**src/rtl/ni_packetizer_if.sv**
```systemverilog
// Flit-id encodings and the handshake bundle between the local core,
// the packetizer and the router's local input port.

`ifndef HEADER
`define HEADER 3'b001
`endif
`ifndef PAYLOAD
`define PAYLOAD 3'b010
`endif
`ifndef TAIL
`define TAIL 3'b100
`endif

interface ni_packetizer_if #(
  parameter int DATA_W = 32,
  parameter int LEN_W  = 4
);
  logic              pkt_valid;
  logic              pkt_ready;
  logic [3:0]        pkt_dst;
  logic [LEN_W-1:0]  pkt_len;
  logic              dat_valid;
  logic              dat_ready;
  logic [DATA_W-1:0] dat_in;
  logic              flit_valid;
  logic [2:0]        flit_id;
  logic [3:0]        flit_dst;
  logic [DATA_W-1:0] flit_data;
  logic              credit_in;

  // master: the packetizer, which produces flits and the ready signals
  modport master (
    input  pkt_valid, pkt_dst, pkt_len, dat_valid, dat_in, credit_in,
    output pkt_ready, dat_ready, flit_valid, flit_id, flit_dst, flit_data
  );

  // slave: the core / router side that supplies requests, words and credits
  modport slave (
    output pkt_valid, pkt_dst, pkt_len, dat_valid, dat_in, credit_in,
    input  pkt_ready, dat_ready, flit_valid, flit_id, flit_dst, flit_data
  );
endinterface

```
**src/rtl/ni_packetizer.sv**
```systemverilog
// Network-interface transmit packetizer: turns a packet request plus a stream
// of payload words into HEADER / PAYLOAD / TAIL flits, paced by credits
// returned from the downstream input buffer.

module ni_packetizer #(
  parameter  int DATA_W    = 32,
  parameter  int LEN_W     = 4,
  parameter  int BUF_DEPTH = 4,
  localparam int CNT_W     = $clog2(BUF_DEPTH + 1)
) (
  input  logic             clk,
  input  logic             rst,
  input  logic [3:0]       cur_addr_rst_i,
  ni_packetizer_if.master  bus,
  output logic [CNT_W-1:0] credit_cnt_o,
  output logic             credit_err_o
);

  typedef enum logic {
    IDLE,
    BODY
  } state_e;

  state_e            state_q, state_d;
  logic [3:0]        curAddr_q;
  logic [3:0]        dst_q, dst_d;
  logic [LEN_W-1:0]  rem_q, rem_d;
  logic [CNT_W-1:0]  creditCnt_q, creditCnt_d;
  logic              creditErr_q, creditErr_d;
  logic              flitValid_q, flitValid_d;
  logic [2:0]        flitId_q, flitId_d;
  logic [3:0]        flitDst_q, flitDst_d;
  logic [DATA_W-1:0] flitData_q, flitData_d;

  logic              haveCredit;
  logic              pktFire;
  logic              datFire;
  logic              emit;
  logic [LEN_W-1:0]  lenEff;
  logic [DATA_W-1:0] hdrWord;

  // Ready depends only on registered state and credits, and drops during reset
  always_comb begin
    haveCredit    = (creditCnt_q != '0);
    bus.pkt_ready = (state_q == IDLE) && haveCredit && !rst;
    bus.dat_ready = (state_q == BODY) && haveCredit && !rst;
    pktFire       = bus.pkt_valid && bus.pkt_ready;
    datFire       = bus.dat_valid && bus.dat_ready;
    emit          = pktFire || datFire;
  end

  // Header word: dst in [3:0], own address in [7:4], length in [8 +: LEN_W]; a zero length means one word
  always_comb begin
    lenEff  = (bus.pkt_len == '0) ? LEN_W'(1) : bus.pkt_len;
    hdrWord = '0;
    hdrWord[3:0]       = bus.pkt_dst;
    hdrWord[7:4]       = curAddr_q;
    hdrWord[8 +: LEN_W] = lenEff;
  end

  // Packet sequencing: header on request, then payload words until the last becomes the tail
  always_comb begin
    state_d     = state_q;
    dst_d       = dst_q;
    rem_d       = rem_q;
    flitValid_d = 1'b0;
    flitId_d    = flitId_q;
    flitDst_d   = flitDst_q;
    flitData_d  = flitData_q;
    case (state_q)
      IDLE: begin
        if (pktFire) begin
          flitValid_d = 1'b1;
          flitId_d    = `HEADER;
          flitData_d  = hdrWord;
          flitDst_d   = bus.pkt_dst;
          dst_d       = bus.pkt_dst;
          rem_d       = lenEff;
          state_d     = BODY;
        end
      end
      BODY: begin
        if (datFire) begin
          flitValid_d = 1'b1;
          flitData_d  = bus.dat_in;
          flitDst_d   = dst_q;
          if (rem_q > LEN_W'(1)) begin
            flitId_d = `PAYLOAD;
            rem_d    = rem_q - LEN_W'(1);
          end else begin
            flitId_d = `TAIL;
            rem_d    = '0;
            state_d  = IDLE;
          end
        end
      end
      default: state_d = IDLE;
    endcase
  end

  // Credit bookkeeping: a flit spends one, a returned credit restores one; an excess return is flagged
  always_comb begin
    creditCnt_d = creditCnt_q;
    creditErr_d = creditErr_q;
    if (emit && !bus.credit_in) begin
      creditCnt_d = creditCnt_q - CNT_W'(1);
    end else if (!emit && bus.credit_in) begin
      if (creditCnt_q == CNT_W'(BUF_DEPTH)) begin
        creditErr_d = 1'b1;
      end else begin
        creditCnt_d = creditCnt_q + CNT_W'(1);
      end
    end
  end

  // State and output registers; reset drops any packet in flight and captures the node address
  always_ff @(posedge clk) begin
    if (rst) begin
      state_q     <= IDLE;
      curAddr_q   <= cur_addr_rst_i;
      dst_q       <= '0;
      rem_q       <= '0;
      creditCnt_q <= CNT_W'(BUF_DEPTH);
      creditErr_q <= 1'b0;
      flitValid_q <= 1'b0;
      flitId_q    <= '0;
      flitDst_q   <= '0;
      flitData_q  <= '0;
    end else begin
      state_q     <= state_d;
      dst_q       <= dst_d;
      rem_q       <= rem_d;
      creditCnt_q <= creditCnt_d;
      creditErr_q <= creditErr_d;
      flitValid_q <= flitValid_d;
      flitId_q    <= flitId_d;
      flitDst_q   <= flitDst_d;
      flitData_q  <= flitData_d;
    end
  end

  assign bus.flit_valid = flitValid_q;
  assign bus.flit_id    = flitId_q;
  assign bus.flit_dst   = flitDst_q;
  assign bus.flit_data  = flitData_q;
  assign credit_cnt_o   = creditCnt_q;
  assign credit_err_o   = creditErr_q;

endmodule

```
**src/flat_wrapper.sv**
```systemverilog
// flat-port wrapper written by rule: the top's interface ports become plain ports
module ni_packetizer_flat 
#(
  parameter  int DATA_W    = 32,
  parameter  int LEN_W     = 4,
  parameter  int BUF_DEPTH = 4,
  localparam int CNT_W     = $clog2(BUF_DEPTH + 1)
)
  (clk, rst, cur_addr_rst_i, credit_cnt_o, credit_err_o, bus_pkt_valid, bus_pkt_dst, bus_pkt_len, bus_dat_valid, bus_dat_in, bus_credit_in, bus_pkt_ready, bus_dat_ready, bus_flit_valid, bus_flit_id, bus_flit_dst, bus_flit_data);
  ni_packetizer_if #(.DATA_W(DATA_W), .LEN_W(LEN_W)) bus_i ();
  input  logic clk;
  input  logic rst;
  input  logic [3:0] cur_addr_rst_i;
  output logic [CNT_W-1:0] credit_cnt_o;
  output logic credit_err_o;
  input wire logic [$bits(bus_i.pkt_valid)-1:0] bus_pkt_valid;
  input wire logic [$bits(bus_i.pkt_dst)-1:0] bus_pkt_dst;
  input wire logic [$bits(bus_i.pkt_len)-1:0] bus_pkt_len;
  input wire logic [$bits(bus_i.dat_valid)-1:0] bus_dat_valid;
  input wire logic [$bits(bus_i.dat_in)-1:0] bus_dat_in;
  input wire logic [$bits(bus_i.credit_in)-1:0] bus_credit_in;
  output wire logic [$bits(bus_i.pkt_ready)-1:0] bus_pkt_ready;
  output wire logic [$bits(bus_i.dat_ready)-1:0] bus_dat_ready;
  output wire logic [$bits(bus_i.flit_valid)-1:0] bus_flit_valid;
  output wire logic [$bits(bus_i.flit_id)-1:0] bus_flit_id;
  output wire logic [$bits(bus_i.flit_dst)-1:0] bus_flit_dst;
  output wire logic [$bits(bus_i.flit_data)-1:0] bus_flit_data;
  assign bus_i.pkt_valid = bus_pkt_valid;
  assign bus_i.pkt_dst = bus_pkt_dst;
  assign bus_i.pkt_len = bus_pkt_len;
  assign bus_i.dat_valid = bus_dat_valid;
  assign bus_i.dat_in = bus_dat_in;
  assign bus_i.credit_in = bus_credit_in;
  assign bus_pkt_ready = bus_i.pkt_ready;
  assign bus_dat_ready = bus_i.dat_ready;
  assign bus_flit_valid = bus_i.flit_valid;
  assign bus_flit_id = bus_i.flit_id;
  assign bus_flit_dst = bus_i.flit_dst;
  assign bus_flit_data = bus_i.flit_data;
  ni_packetizer #(.DATA_W(DATA_W), .LEN_W(LEN_W), .BUF_DEPTH(BUF_DEPTH)) u_core (.clk(clk), .rst(rst), .cur_addr_rst_i(cur_addr_rst_i), .bus(bus_i), .credit_cnt_o(credit_cnt_o), .credit_err_o(credit_err_o));
endmodule
```
**config.mk**
```make
export PLATFORM = sky130hd
export DESIGN_NAME = ni_packetizer_flat
export DESIGN_NICKNAME = d
export VERILOG_FILES = /design/src/rtl/ni_packetizer_if.sv /design/src/rtl/ni_packetizer.sv /design/src/flat_wrapper.sv
export SDC_FILE = /design/constraint.sdc
export NUM_CORES = 1
export LEC_CHECK = 0
export BUFFER_PORTS_ARGS = -buffer_cell sky130_fd_sc_hd__buf_2
export CAP_MARGIN = 25
export CORE_ASPECT_RATIO = 0.6
export CORE_MARGIN = 5
export CORE_UTILIZATION = 30
export DETAILED_ROUTE_END_ITERATION = 12
export GPL_ROUTABILITY_DRIVEN = 0
export PLACE_DENSITY = 0.6
export SLEW_MARGIN = 20
export SYNTH_ARGS = -nofsm -noshare
export SYNTH_HDL_FRONTEND = slang
export SYNTH_SLANG_ARGS = --single-unit
```
**constraint.sdc**
```tcl
create_clock -name clk -period 3 [get_ports clk]
set_input_delay 0.75 -clock clk [delete_from_list [all_inputs] [get_ports clk]]
set_output_delay 0.75 -clock clk [all_outputs]
set_load 0.03 [all_outputs]
```
==> results of run 1 <==
==> flip-flops by register name, summed over array words and instances (netlist names) <==
name and flops:
u_core.state_q 1, u_core.credit_cnt_o 3, u_core.bus.flit_data 32, u_core.credit_err_o 1, u_core.bus.flit_valid 1, u_core.bus.flit_dst 4, u_core.dst_q 4, u_core.curAddr_q 4
u_core.rem_q 4, u_core.bus.flit_id 3
==> power by group through the flow <==
stage                     Clock [W]  Sequential (W)  Combinational, W
after floorplan                   0        0.000966          0.000223
after global placement            0        0.000885          0.000422
after detailed placement          0        0.000885          0.000426
after CTS                   0.00112        0.000871          0.000428
after global routing        0.00115        0.000879          0.000465
final                       0.00109        0.000871          0.000423
==> cell type report <==
cell class | count | area [sq um] | share of cell area [%]
clock buffer | 15 | 298 | 9.17
timing repair buffer | 99 | 508 | 15.6
inverter | 10 | 37.5 | 1.16
multi-input combinational | 148 | 1060 | 32.5
sequential | 57 | 1180 | 36.4
tap | 108 | 135 | 4.16
clock inverter | 1 | 30.0 | 0.924
==> per-stage QoR <==
stage                     cells  area [sq um]  util [%]
final                       438          3250      41.5
after floorplan             230          2380         -
after detailed placement    422          2920      37.3
after global placement      422          2920      37.3
after global routing        438          3250      41.5
after CTS                   438          3250      41.5
==> layout by cell type, fill, tap and decap left out, drive strengths merged, types with 2 or more instances in the layout <==
| master | Yosys | layout |
|---|---|---|
| nand3 | 14 | 14 |
| xor2 | 2 | 2 |
| a211oi | 3 | 3 |
| nor3 | 8 | 8 |
| nor2 | 11 | 11 |
| o21ai | 2 | 2 |
| nand2b | 2 | 2 |
| dfxtp | 53 | 53 |
| a22o | 9 | 9 |
| a32o | 3 | 3 |
| nor2b | 6 | 6 |
| o311ai | 3 | 3 |
| o31ai | 2 | 2 |
| inv | 9 | 9 |
| a21oi | 27 | 27 |
| o2bb2ai | 15 | 15 |
| mux2i | 10 | 10 |
| clkbuf | 3 | 15 |
| nand2 | 15 | 15 |
| buf | 12 | 99 |
| or3 | 2 | 2 |
| edfxtp | 4 | 4 |
| ha | 4 | 4 |
==> worst max-delay path: cells and delay by family, from the launching register on <==
family	cells	cell delay, ns
flops	1	0.39
buf+inv	2	0.64
simple gates	1	0.23
==> cells in the mapped netlist (4+ instances only) <==
cell / number
nor2_1: 10
inv_1: 8
nor2b_1: 6
ha_1: 4
a21oi_1: 23
a21oi_2: 4
nand2_1: 14
nand3_2: 4
edfxtp_1: 4
nor3_1: 6
a22o_1: 9
o2bb2ai_1: 15
buf_2: 5
dfxtp_1: 53
buf_6: 5
mux2i_1: 10
nand3_1: 10
==> kinds of logic (layout without fill, tap and decap cells) <==
kind of cell,after synthesis,count (layout),synth area share [%]
simple gates,62,62,14.9
fa+ha+maj,5,5,2.94
xor+xnor,2,2,0.735
compound gates,69,69,21.6
mux,10,10,4.20
flops,57,57,49.6
buf+inv,25,125,6.09
==> how the worst max path moves through the flow <==
stage / depth (start not counted) / end / slack [ns]
after global placement: 9 / u_core.credit_cnt_o[2] / 0.54
after floorplan: 10 / u_core.credit_cnt_o[2] / 0.34
after global routing: 3 / bus_dat_ready / 0.56
after CTS: 3 / bus_dat_ready / 0.64
final: 3 / bus_dat_ready / 0.66
after detailed placement: 9 / u_core.credit_cnt_o[2] / 0.46
==> metal layers <==
metal,up-vias,wire [microns]
li1,1031,-
met1,937,3280
met2,78,2560
met3,8,589
met4,0,66
met5,-,0
==> flow_summary.json, run 1 <==
{
  "core_area_sq_um": 7820,
  "route.detailed.drc": 0,
  "drt-total-wl_mm": 6.49,
  "grt_pass1_wl_mm": 10.4,
  "fin_ws_ns": 0.659,
  "viasPerCell": 4.69,
  "synthArstFlopShare_pct": 0,
  "hold_start": "u_core.bus.flit_data[31]",
  "yosys.cell_types.count": 47,
  "clk_latency_ns": 0.32,
  "r2r_slack_ns": 0.80,
  "die-height_microns": 79.0,
  "cts_tree": "built",
  "grt_pass1_vias": 1996,
  "busiest_layer": "met1",
  "synth_edf_count": 4,
  "worst-endpoint-arrival_ns": 1.59,
  "routedWlPerCell_microns": 14.8,
  "start_kind": "register",
  "internal-power_w": 0.00173,
  "hold_violations": 0,
  "max_stage_delay_ns": 0.45,
  "drtIter0Drc": 108,
  "cts_buffer_depth": 2,
  "synthCells": 230,
  "fin_skew_ns": 0.00991,
  "r2r_start": "u_core.credit_cnt_o[2]",
  "power_frac_clock_pct": 45.7,
  "nets": 379,
  "ant_nets": 0,
  "crit_path_top_delay_cell": "buf_4",
  "die_w_microns": 125,
  "worst_pin_slew_ns": 0.857,
  "io_pins": 95,
  "use_met1_pct": 18.5,
  "synth_top_area_cell": "dfxtp_1",
  "netlist.area_leader.share_pct": 44.5,
  "cap_violations": 0,
  "power_density_nw_per_um2": 734,
  "vdd_drop_max_mv": 0.314,
  "synthTopCellsByArea": "dfxtp_1 (45%), o2bb2ai_1 (5.5%), edfxtp_1 (5.0%)",
  "post_cts_buffers": 0,
  "hold_class": "register to register",
  "path_cells": "buf_4 > and3_1 > buf_2",
  "holdPathEnd": "u_core.bus.flit_data[31]",
  "num_rows": 25,
  "syn_nets": 284,
  "ys_seq_area_share_pct": 49.6,
  "drive_gt1_share_pct": 39.7,
  "power_switching_w": 0.000651,
  "r2r_end": "u_core.credit_cnt_o[1]",
  "critPathKind": "register to primary output",
  "antenna_found_initial": 0,
  "cts_buffers": 9,
  "status": "finished clean",
  "hold-worst-slack_ns": 0.453,
  "place_ws_ns": 0.464,
  "n_antenna_cell": 0,
  "combPwrFrac_pct": 17.7,
  "synth_area_sq_um": 2380,
  "gr-usage-met3_pct": 6.72,
  "crit_path_max_fanout": 41,
  "clock-sinks": 57,
  "ys_warn_count": 0,
  "fill_cells": 795,
  "fin_crit_sh_pct": 78.0,
  "cp_data_required_time_ns": 2.25,
  "grt_usage_pct": 13.5,
  "relSlewSlack_pct": 42.0,
  "endpoint_kind": "primary output",
  "numPortBuffers": 94,
  "yosys_most_used_dff": "dfxtp_1",
  "p_leak_nw": 1.44,
  "holdBufCountCts": 0,
  "finalSetupTns_ns": 0,
  "met2_usage_pct": 18.3,
  "slew_violations": 0,
  "clk_pin_slew_ns": 0.05,
  "crit_start": "u_core.state_q",
  "vias": 2054,
  "switching_share_pct": 27.3,
  "fmaxAchievable_mhz": 427,
  "htreeDepth": 3,
  "synth_area_per_cell_sq_um": 10.4,
  "synth-seq-cells": 57,
  "start_util_pct": 30.5,
  "setup_viol": 0,
  "finalPower_w": 0.00238,
  "worstHoldPathCells": 2,
  "seq_power_share_pct": 36.5,
  "reg2reg_depth": 7,
  "fin_crit_ns": 2.34,
  "dr.pass1.iters": 4,
  "ctsResizeCount": 0,
  "hpwl_mm": 4.66,
  "grt_remaining_overflow": 0,
  "syn2layout_area_growth_pct": 36.3,
  "clock-root-buffer": "clkbuf_16",
  "rsz0062_at_grt": "false",
  "dieArea_sq_um": 9890,
  "grt_max_degree": 42
}
Note: power is estimated with default switching activity, not from simulation.
==> run 2: changes to the inputs <==
==> constraint.sdc (replaced) <==
create_clock -name clk -period 2.3 [get_ports clk]
set_input_delay 0.575 -clock clk [delete_from_list [all_inputs] [get_ports clk]]
set_output_delay 0.575 -clock clk [all_outputs]
set_load 0.03 [all_outputs]
==> run 2 against run 1 <==
  * Hold slack got worse by 0.021 ns
  * Clock power increased by 31%
  * Clock skew decreased by 0.0032 ns
  * Cell area increased by 2.0%
  * Critical path depth increased by 2
  * Core utilization increased by 0.82 points
  * Sequential power increased by 31%
  * First-iteration DRC count decreased by 16%
  * Setup slack got worse by 0.51 ns
==> flow_summary.json, run 2 (same netlist as run 1, synthesis figures left out) <==
{
  "viasPerCell": 4.68,
  "setup_viol": 0,
  "grt_max_degree": 42,
  "crit_path_top_delay_cell": "buf_4",
  "clk_latency_ns": 0.32,
  "max_stage_delay_ns": 0.37,
  "numPortBuffers": 94,
  "post_cts_buffers": 0,
  "nets": 384,
  "dieArea_sq_um": 9890,
  "hold_class": "input pin to register",
  "clock-root-buffer": "clkbuf_16",
  "crit_family": "buffers and inverters",
  "finalInstanceArea_sq_um": 3310,
  "finalPower_w": 0.00315,
  "n_antenna_cell": 0,
  "cts_buffer_depth": 2,
  "place_area_sq_um": 2980,
  "core_area_sq_um": 7820,
  "route.detailed.drc": 0,
  "cap_violations": 0,
  "syn2layout_area_growth_pct": 39.0,
  "regArea_sq_um": 1190,
  "worst-endpoint-arrival_ns": 1.58,
  "crit_path_max_fanout": 29,
  "cp_num_buf_inv": 4,
  "met3_length_microns": 640,
  "drt-total-wl_mm": 6.56,
  "cp_data_required_time_ns": 1.73,
  "wl_met1_mm": 3.39,
  "cts_tree": "built",
  "hold-worst-slack_ns": 0.432,
  "start_util_pct": 30.5,
  "layout_commonest_cell": "buf_2",
  "vdd_drop_max_mv": 0.346,
  "die_w_microns": 125,
  "ant_nets": 0,
  "drtIter0Drc": 91,
  "fin_skew_ns": 0.00676,
  "largest_reg_flops": 32,
  "worstHoldPathCells": 1,
  "relSlewSlack_pct": 54.3,
  "hpwl_mm": 4.71,
  "p_leak_nw": 1.47,
  "start_kind": "input pin",
  "endpoint_kind": "primary output",
  "r2r_start": "u_core.state_q",
  "dr.pass1.iters": 5,
  "cts_buffers": 9,
  "num_rows": 25,
  "fill_cells": 786,
  "rsz0062_at_grt": "false",
  "layout_common_cells": "buf_2 (94), dfxtp_1 (49), a21oi_1 (23)",
  "fmaxAchievable_mhz": 465,
  "clock-sinks": 57,
  "clk_pin_slew_ns": 0.05,
  "fin_crit_sh_pct": 93.6,
  "dr_wl_met2_mm": 2.49,
  "reg2reg_depth": 8,
  "antenna_found_initial": 0,
  "critPathKind": "input pin to primary output",
  "hold_violations": 0,
  "vias": 2072,
  "fin_cells": 443,
  "drive_gt1_share_pct": 42.4,
  "status": "finished clean",
  "grt_pass1_wl_mm": 10.6,
  "crit_start": "rst",
  "io_pins": 95,
  "slew_violations": 0,
  "routedWlPerCell_microns": 14.8,
  "cp.depth": 5,
  "die-height_microns": 79.0,
  "multi_input_area_sq_um": 1080,
  "grt_usage_pct": 13.5,
  "power_density_nw_per_um2": 950,
  "fin_crit_ns": 2.15,
  "routed.top_layer": "met4",
  "path_cells": "buf_2 > buf_4 > clkinv_1 > and3_1 > buf_2",
  "grt_remaining_overflow": 0,
  "hold_start": "cur_addr_rst_i[3]",
  "htreeDepth": 3,
  "grt_pass1_vias": 2053,
  "dp.cells": 427,
  "path_common_cell": "buf_2",
  "worst_pin_slew_ns": 0.685
}
==> run 2: cell count changes in the layout (fill, tap and decap cells not counted), moves of 2 or more <==
cell / delta
buf_4: +4
clkbuf_8: -4
dfxtp_2: +3
dfxtp_1: -3
clkinv_2: +2
==> run 2: metrics by stage <==
stage               setup TNS, ns  setup slack, ns  util [%]
finish                          0            0.148      42.4
global route                    0           0.0344      42.4
CTS                             0           0.0839      42.2
detailed placement        -0.0330          -0.0330      38.1
global placement                0           0.0433      38.1
floorplan                 -0.0134          -0.0134         -
==> run 2: layout make-up <==
type                            instances  area share, %
Sequential cell                        57           35.8
Multi-Input combinational cell        148           32.7
Timing Repair Buffer                  104           16.6
Clock buffer                           11           7.33
Tap cell                              108           4.08
Clock inverter                          5           2.38
Inverter                               10           1.13
==> run 2: final timing paths <==
| kind | end | slack, ns |
|---|---|---|
| hold reg to reg | u_core.bus.flit_data[28] | 0.45 |
| hold / removal | u_core.curAddr_q[3] | 0.43 |
| setup reg to reg | u_core.credit_cnt_o[2] | 0.22 |
| setup / recovery | bus_dat_ready | 0.15 |
==> run 2: power breakdown <==
part / internal [W] / switching (W)
Sequential: 0.00108 / 0.0000585
Clock: 0.000975 / 0.000456
Combinational: 0.000210 / 0.000365
==> run 2: routing by layer <==
metal	track usage, %	up-vias
li1	-	1037
met1	19.4	947
met2	18.3	83
met3	6.05	5
met4	2.92	0
met5	0	-
==> run 2: repair_timing <==
action	in CTS	in global routing
gates resized for setup	0	2
hold buffers	0	0
setup endpoints to repair	0	1
